**config.mk**
```make
export PLATFORM = sky130hd
export DESIGN_NAME = ifetch_unit_flat
export DESIGN_NICKNAME = d
export VERILOG_FILES = /design/src/rtl/ifetch_unit_pkg.sv /design/src/rtl/ifetch_unit_if.sv /design/src/rtl/ifetch_unit_fifo.sv /design/src/rtl/ifetch_unit.sv /design/src/flat_wrapper.sv
export SDC_FILE = /design/constraint.sdc
export NUM_CORES = 1
export LEC_CHECK = 0
export CAP_MARGIN = 20
export CORE_MARGIN = 8
export CORE_UTILIZATION = 52
export CTS_CLUSTER_SIZE = 24
export DETAILED_ROUTE_END_ITERATION = 6
export GPL_TIMING_DRIVEN = 0
export HOLD_SLACK_MARGIN = 0.1
export PLACE_DENSITY = 0.74
export RECOVER_POWER = 100
export SETUP_SLACK_MARGIN = 0.1
export SYNTH_ARGS = -nofsm -noshare
export SYNTH_HDL_FRONTEND = slang
export SYNTH_SLANG_ARGS = --single-unit
```
**constraint.sdc**
```tcl
create_clock -name clk -period 6.8 [get_ports clk]
set_input_delay 1.36 -clock clk [delete_from_list [all_inputs] [get_ports clk]]
set_output_delay 1.36 -clock clk [all_outputs]
set_load 0.01 [all_outputs]
```
**src/rtl/ifetch_unit_pkg.sv**
```systemverilog
// Shared fetch-front-end definitions: reset address, NOP encoding, queue entry layout.
package ifetch_unit_pkg;

   localparam logic [31:0] RESET_PC_DEFAULT = 32'h0000_0000;
   localparam logic [31:0] INST_NOP         = 32'h0000_0013;

   typedef struct packed {
      logic [31:0] pc;
      logic [31:0] inst;
   } fetch_entry_t;

   function automatic logic [31:0] word_align(input logic [31:0] a);
      return a & ~32'h0000_0003;
   endfunction

endpackage

```
**src/rtl/ifetch_unit_if.sv**
```systemverilog
// Fetch-unit bus bundle: imem read channel plus the instruction stream toward decode.
interface ifetch_unit_if;
   logic        imem_req;
   logic [31:0] imem_addr;
   logic        imem_gnt;
   logic        imem_rvalid;
   logic [31:0] imem_rdata;
   logic        inst_valid;
   logic        inst_ready;
   logic [31:0] inst_data;
   logic [31:0] inst_pc;

   modport master (
      output imem_req, imem_addr, inst_valid, inst_data, inst_pc,
      input  imem_gnt, imem_rvalid, imem_rdata, inst_ready
   );

   modport slave (
      input  imem_req, imem_addr, inst_valid, inst_data, inst_pc,
      output imem_gnt, imem_rvalid, imem_rdata, inst_ready
   );
endinterface

```
**src/rtl/ifetch_unit_fifo.sv**
```systemverilog
// Synchronous instruction queue of {pc, inst} entries with push/pop/flush and occupancy count.
module ifetch_unit_fifo
   import ifetch_unit_pkg::*;
#(
   parameter int DEPTH = 4
) (
   input  logic                       clk,
   input  logic                       rst,
   input  logic                       push,
   input  logic                       pop,
   input  logic                       flush,
   input  fetch_entry_t               wdata,
   output fetch_entry_t               rdata,
   output logic [$clog2(DEPTH+1)-1:0] count,
   output logic                       empty
);
   localparam int AW = $clog2(DEPTH);
   localparam int CW = $clog2(DEPTH + 1);

   fetch_entry_t  mem [DEPTH];
   logic [AW-1:0] wr_ptr;
   logic [AW-1:0] rd_ptr;
   logic          full;

   assign full  = (count == CW'(DEPTH));
   assign empty = (count == '0);
   assign rdata = mem[rd_ptr];

   always_ff @(posedge clk) begin
      if (rst) begin
         for (int i = 0; i < DEPTH; i++) mem[i] <= '0;
         wr_ptr <= '0;
         rd_ptr <= '0;
         count  <= '0;
      end else if (flush) begin
         wr_ptr <= '0;
         rd_ptr <= '0;
         count  <= '0;
      end else begin
         if (push) begin
            // The issue rule reserves a slot for every live response.
            assert (!full);
            mem[wr_ptr] <= wdata;
            wr_ptr      <= wr_ptr + AW'(1);
         end
         if (pop) rd_ptr <= rd_ptr + AW'(1);
         count <= count + CW'(push) - CW'(pop);
      end
   end

endmodule

```
**src/rtl/ifetch_unit.sv**
```systemverilog
// Instruction fetch front end: sequential PC walk, imem read issue, response drop on redirect.
module ifetch_unit
   import ifetch_unit_pkg::*;
#(
   parameter logic [31:0] RESET_PC  = RESET_PC_DEFAULT,
   parameter int          DEPTH     = 4,
   parameter int          MAX_OUTST = 2
) (
   input  logic          clk,
   input  logic          rst,
   input  logic          redirect,
   input  logic [31:0]   redirect_pc,
   ifetch_unit_if.master bus
);
   localparam int CW = $clog2(DEPTH + 1);
   localparam int OW = $clog2(MAX_OUTST + 1);

   logic [31:0]   fetch_pc, resp_pc, stale_addr;
   logic [OW-1:0] outst, drop;
   logic          stale, req_q;

   logic [31:0]   fetch_pc_n, resp_pc_n, stale_addr_n;
   logic [OW-1:0] outst_n, drop_n;
   logic          stale_n, req_n;

   logic          grant, push, pop, empty;
   logic [CW-1:0] count;
   logic [31:0]   count_n, live_n;
   fetch_entry_t  push_entry, head;

   assign bus.imem_req   = req_q;
   assign bus.imem_addr  = stale ? stale_addr : fetch_pc;
   assign bus.inst_valid = !empty;
   assign bus.inst_data  = head.inst;
   assign bus.inst_pc    = head.pc;
   assign push_entry     = '{pc: resp_pc, inst: bus.imem_rdata};

   always_comb begin
      grant        = req_q && bus.imem_gnt;
      push         = bus.imem_rvalid && (drop == '0) && !redirect;
      pop          = !empty && bus.inst_ready && !redirect;
      outst_n      = outst + OW'(grant) - OW'(bus.imem_rvalid);
      fetch_pc_n   = fetch_pc;
      resp_pc_n    = resp_pc;
      stale_n      = stale;
      stale_addr_n = stale_addr;
      drop_n       = drop;
      if (redirect) begin
         // Every read still in flight after this cycle belongs to the old stream.
         fetch_pc_n = word_align(redirect_pc);
         resp_pc_n  = word_align(redirect_pc);
         drop_n     = outst_n;
         stale_n    = req_q && !bus.imem_gnt;
         if (req_q && !bus.imem_gnt) stale_addr_n = bus.imem_addr;
      end else begin
         if (grant) begin
            if (stale) begin
               stale_n = 1'b0;
               drop_n  = drop_n + OW'(1);
            end else begin
               fetch_pc_n = fetch_pc + 32'd4;
            end
         end
         if (bus.imem_rvalid && (drop != '0)) drop_n = drop_n - OW'(1);
         if (push) resp_pc_n = resp_pc + 32'd4;
      end
      count_n = redirect ? 32'd0 : (32'(count) + 32'(push) - 32'(pop));
      live_n  = 32'(outst_n) - 32'(drop_n);
      // Registered request: held until granted, otherwise raised only when a queue slot is free.
      req_n   = (req_q && !bus.imem_gnt) ||
                (!redirect && (32'(outst_n) < MAX_OUTST) && ((count_n + live_n) < DEPTH));
   end

   always_ff @(posedge clk) begin
      if (rst) begin
         fetch_pc   <= RESET_PC;
         resp_pc    <= RESET_PC;
         stale_addr <= RESET_PC;
         outst      <= '0;
         drop       <= '0;
         stale      <= 1'b0;
         req_q      <= 1'b0;
      end else begin
         fetch_pc   <= fetch_pc_n;
         resp_pc    <= resp_pc_n;
         stale_addr <= stale_addr_n;
         outst      <= outst_n;
         drop       <= drop_n;
         stale      <= stale_n;
         req_q      <= req_n;
      end
   end

   ifetch_unit_fifo #(.DEPTH(DEPTH)) u_fifo (
      .clk   (clk),
      .rst   (rst),
      .push  (push),
      .pop   (pop),
      .flush (redirect),
      .wdata (push_entry),
      .rdata (head),
      .count (count),
      .empty (empty)
   );

endmodule

```
**src/flat_wrapper.sv**
```systemverilog
// flat-port wrapper written by rule: the top's interface ports become plain ports
module ifetch_unit_flat import ifetch_unit_pkg::*;
#(
   parameter logic [31:0] RESET_PC  = RESET_PC_DEFAULT,
   parameter int          DEPTH     = 4,
   parameter int          MAX_OUTST = 2
)
  (clk, rst, redirect, redirect_pc, bus_imem_req, bus_imem_addr, bus_inst_valid, bus_inst_data, bus_inst_pc, bus_imem_gnt, bus_imem_rvalid, bus_imem_rdata, bus_inst_ready);
  ifetch_unit_if bus_i ();
  input  logic clk;
  input  logic rst;
  input  logic redirect;
  input  logic [31:0] redirect_pc;
  output wire logic [$bits(bus_i.imem_req)-1:0] bus_imem_req;
  output wire logic [$bits(bus_i.imem_addr)-1:0] bus_imem_addr;
  output wire logic [$bits(bus_i.inst_valid)-1:0] bus_inst_valid;
  output wire logic [$bits(bus_i.inst_data)-1:0] bus_inst_data;
  output wire logic [$bits(bus_i.inst_pc)-1:0] bus_inst_pc;
  input wire logic [$bits(bus_i.imem_gnt)-1:0] bus_imem_gnt;
  input wire logic [$bits(bus_i.imem_rvalid)-1:0] bus_imem_rvalid;
  input wire logic [$bits(bus_i.imem_rdata)-1:0] bus_imem_rdata;
  input wire logic [$bits(bus_i.inst_ready)-1:0] bus_inst_ready;
  assign bus_imem_req = bus_i.imem_req;
  assign bus_imem_addr = bus_i.imem_addr;
  assign bus_inst_valid = bus_i.inst_valid;
  assign bus_inst_data = bus_i.inst_data;
  assign bus_inst_pc = bus_i.inst_pc;
  assign bus_i.imem_gnt = bus_imem_gnt;
  assign bus_i.imem_rvalid = bus_imem_rvalid;
  assign bus_i.imem_rdata = bus_imem_rdata;
  assign bus_i.inst_ready = bus_inst_ready;
  ifetch_unit #(.RESET_PC(RESET_PC), .DEPTH(DEPTH), .MAX_OUTST(MAX_OUTST)) u_core (.clk(clk), .rst(rst), .redirect(redirect), .redirect_pc(redirect_pc), .bus(bus_i));
endmodule
```
==> flow_summary.ini <==
[run_status]
outcome = finished, violations left
violations = max-capacitance violations, max-slew violations

[cts]
ctsHoldBuffers = 0
cts_max_level = 2
clock-sinks = 355
cts_setup_buffers = 0
cts_resized = 0
clkTransAtPathRegs_ns = 0.06
cts_tree = done
numCtsBuffers = 38
cts_max_path_buffers = 3
cts-root-buf = clkbuf_16
clock_latency_ns = 0.52

[synthesis]
synth-compound-area-share = 0.0519
synth_top_family_by_area = simple AND/OR/NAND/NOR gates
syn_inst = 1311
seq_area_frac_synth = 0.591
synthSimpleGateAreaFrac = 0.143
synthXorXnorAreaFrac = 0.0302
synth_ff_type = edfxtp_1
async_reset_ff_frac = 0
synthMuxAreaShare = 0.126
synth-edff-count = 248
syn_area_per_cell_um2 = 12.4
synth_fa_ha_area_frac = 0.0179
synthTopCellsByArea = edfxtp_1 46%, dfxtp_1 13%, mux4_2 8.6%
synth.top_cell.area_share = 0.459
synth_top_area_cell = edfxtp_1
ys_warn_count = 0
synth_seq_cells = 355
synth.distinct_cells = 57
syn_area_um2 = 16200

[drt]
viasPerCell = 5.47
vias = 10687
drcViolationCount = 0
routed_wl_um = 38100
ant_nets = 0
wire_per_inst_um = 19.5
dr.first_iter.drc_count = 851
first_pass_iters = 5

[floorplan]
coreArea_um2 = 30700
dieArea_um2 = 37100
fp.dieH_um = 193
rows = 64
design.portCount = 168
start_util = 0.529
die_w_um = 193

[power]
switchingPower_w = 0.00113
p_comb_frac = 0.098
design_power_total_w = 0.00491
clockPowerShare = 0.400
max-vdd-ir-drop_mv = 0.167
p_int_w = 0.00378
p_per_area_nw_per_um2 = 250
seqPwrFrac = 0.503
p_leak_nw = 7.25
swShare = 0.230

[timing]
min_period_over_period = 0.805
fmax_mhz = 183
tightest_slew_ns = 1.78
slew_viol_final = 38
setup_viol = 0
min_period_ns = 5.48
final.setup_skew_ns = 0.0108
rsz0062_at_grt = false
slew-limit-headroom = -0.200
hold_violations = 0

[finish]
area_growth_pct = 20.7
nets = 1620
antenna_cells = 0
instances_no_fill = 1952
drive_gt1_frac = 0.0861
final_util = 0.639

[worst_setup_path]
cp.depth = 8
crit_path_start_kind = input port
worstPathCellList = dlygate4sd3_1 > nand2_1 > nor2_1 > inv_1 > nor4_1 > clkbuf_1 > or2_0 > buf_16
end_kind = flop
critical-path-top-delay-family = simple AND/OR/NAND/NOR gates
crit_fanout = 46
crit_required_ns = 6.99
r2r_cells = 9
critPathBufInv = 4
path_class = in2reg
reg2reg_from = u_core.drop[0]$_SDFF_PP0_
cpPeakStageDelay_ns = 1.24
crit_arrival_ns = 5.66
cp_slowest_cell = or2_0
timing.reg2reg.setup_slack_ns = 2.23
regToRegEndpoint = u_core.u_fifo.mem[0][9]$_SDFFCE_PN0P_

[global_routing]
grt_pass1_wl_um = 59800
track_usage = 0.206
grt_pass1_vias = 11033
antenna_found_initial = 0
grt_max_degree = 47
gr-total-overflow = 0

[job]
cap_violations = 3

[placement]
hpwl_um = 27000
portBuffers = 162
routabilityCongestion = 0.823
dp.cells = 1884

[hold_path]
holdPathEnd = u_core.stale_addr[1]$_SDFFE_PP0P_
hold_depth = 1
hold_path_class = reg2reg
hp-start = u_core.stale_addr[1]$_SDFFE_PP0P_
==> final cells by class <==
| type | instances | area, µm² |
|---|---|---|
| well taps | 396 | 495 |
| repair buffers | 176 | 1750 |
| clock buffers | 48 | 1060 |
| fillers | 2359 | 11100 |
| multi-input cells | 795 | 5950 |
| plain buffers | 76 | 302 |
| clock inverters | 20 | 125 |
| flip-flops and latches | 355 | 9590 |
| inverters | 86 | 323 |
==> routing by layer <==
metal / up-vias / wire [µm] / global-route usage
met1: 5200 / 16100 / 0.265
met2: 318 / 18900 / 0.356
met5: - / 0 / 0
li1: 5116 / - / -
met4: 0 / 639 / 0.0473
met3: 53 / 2430 / 0.0403
==> sequential cells by signal, indices dropped and copies added (netlist names), named ones only <==
signal / flops
u_core.u_fifo.wr_ptr: 2
u_core.u_fifo.mem: 248
u_core.resp_pc: 30
u_core.u_fifo.count: 3
u_core.u_fifo.rd_ptr: 2
u_core.stale: 1
u_core.drop: 2
u_core.stale_addr: 32
u_core.bus.imem_req: 1
u_core.outst: 2
u_core.fetch_pc: 30
==> through the flow <==
| stage | setup slack [ns] | hold slack [ns] | area, µm² | TNS [ns] |
|---|---|---|---|---|
| final | 1.32 | 0.458 | 19600 | 0 |
| after global placement | -3.77 | 0.439 | 18300 | -529.36 |
| after floorplan | -0.274 | 0.422 | 16200 | -34.01 |
| after global routing | 1.07 | 0.502 | 19600 | 0 |
| after detailed placement | 1.39 | 0.437 | 18700 | 0 |
| after CTS | 1.90 | 0.459 | 19900 | 0 |
==> cell families after synthesis <==
| kind of cell | after synthesis |
|---|---|
| AOI/OAI and AO/OA | 117 |
| xor gates and xnor gates | 56 |
| adders and majority gates | 22 |
| buffers and inverters | 162 |
| DFF | 355 |
| muxes | 123 |
| other | 1 |
| and+or+nand+nor | 475 |
==> Yosys cell counts (25+ instances only) <==
library cell  instances
edfxtp_1            248
nor2_1              188
dfxtp_1             107
nand2_1              92
inv_1                85
and2_1               71
mux4_2               62
clkbuf_1             55
xnor2_1              36
mux2i_1              33
a21boi_0             32
mux2_2               28
nor3_1               27
o21a_1               25
==> how the worst max path moves through the flow <==
| stage | start | end |
|---|---|---|
| floorplan | redirect | u_core.u_fifo.mem[2][0]$_SDFFCE_PN0P_ |
| detailed placement | bus_imem_rvalid | u_core.bus.imem_req$_SDFF_PP0_ |
| CTS | bus_imem_rvalid | u_core.bus.imem_req$_SDFF_PP0_ |
| finish | bus_imem_rvalid | u_core.u_fifo.mem[0][9]$_SDFFCE_PN0P_ |
| global route | bus_imem_rvalid | u_core.u_fifo.mem[0][9]$_SDFFCE_PN0P_ |
| global placement | bus_imem_rvalid | u_core.u_fifo.mem[1][12]$_SDFFCE_PN0P_ |
==> cell usage in the layout (no fill, tap or decap), types with 16 or more instances in the layout <==
cell,n
xor2_1,20
dlygate4sd3_1,66
clkdlybuf4s50_1,96
a21oi_1,16
nor4_1,17
mux2i_1,33
ha_1,20
nor2_1,189
nor3_1,28
and2_0,38
o21a_1,25
clkbuf_16,41
a21boi_0,38
and2_1,33
dfxtp_1,107
clkbuf_1,87
edfxtp_1,248
mux2_1,22
nand2_1,92
nand3_1,17
inv_1,86
mux4_2,62
xnor2_1,36
==> power by group through the flow <==
stage               Combinational, W  Sequential [W]  Clock [W]
floorplan                   0.000285         0.00250          0
global placement            0.000479         0.00252          0
detailed placement          0.000513         0.00251          0
CTS                         0.000517         0.00246    0.00200
global route                0.000525         0.00248    0.00209
finish                      0.000480         0.00247    0.00196
(Power assumes the default switching activity.)
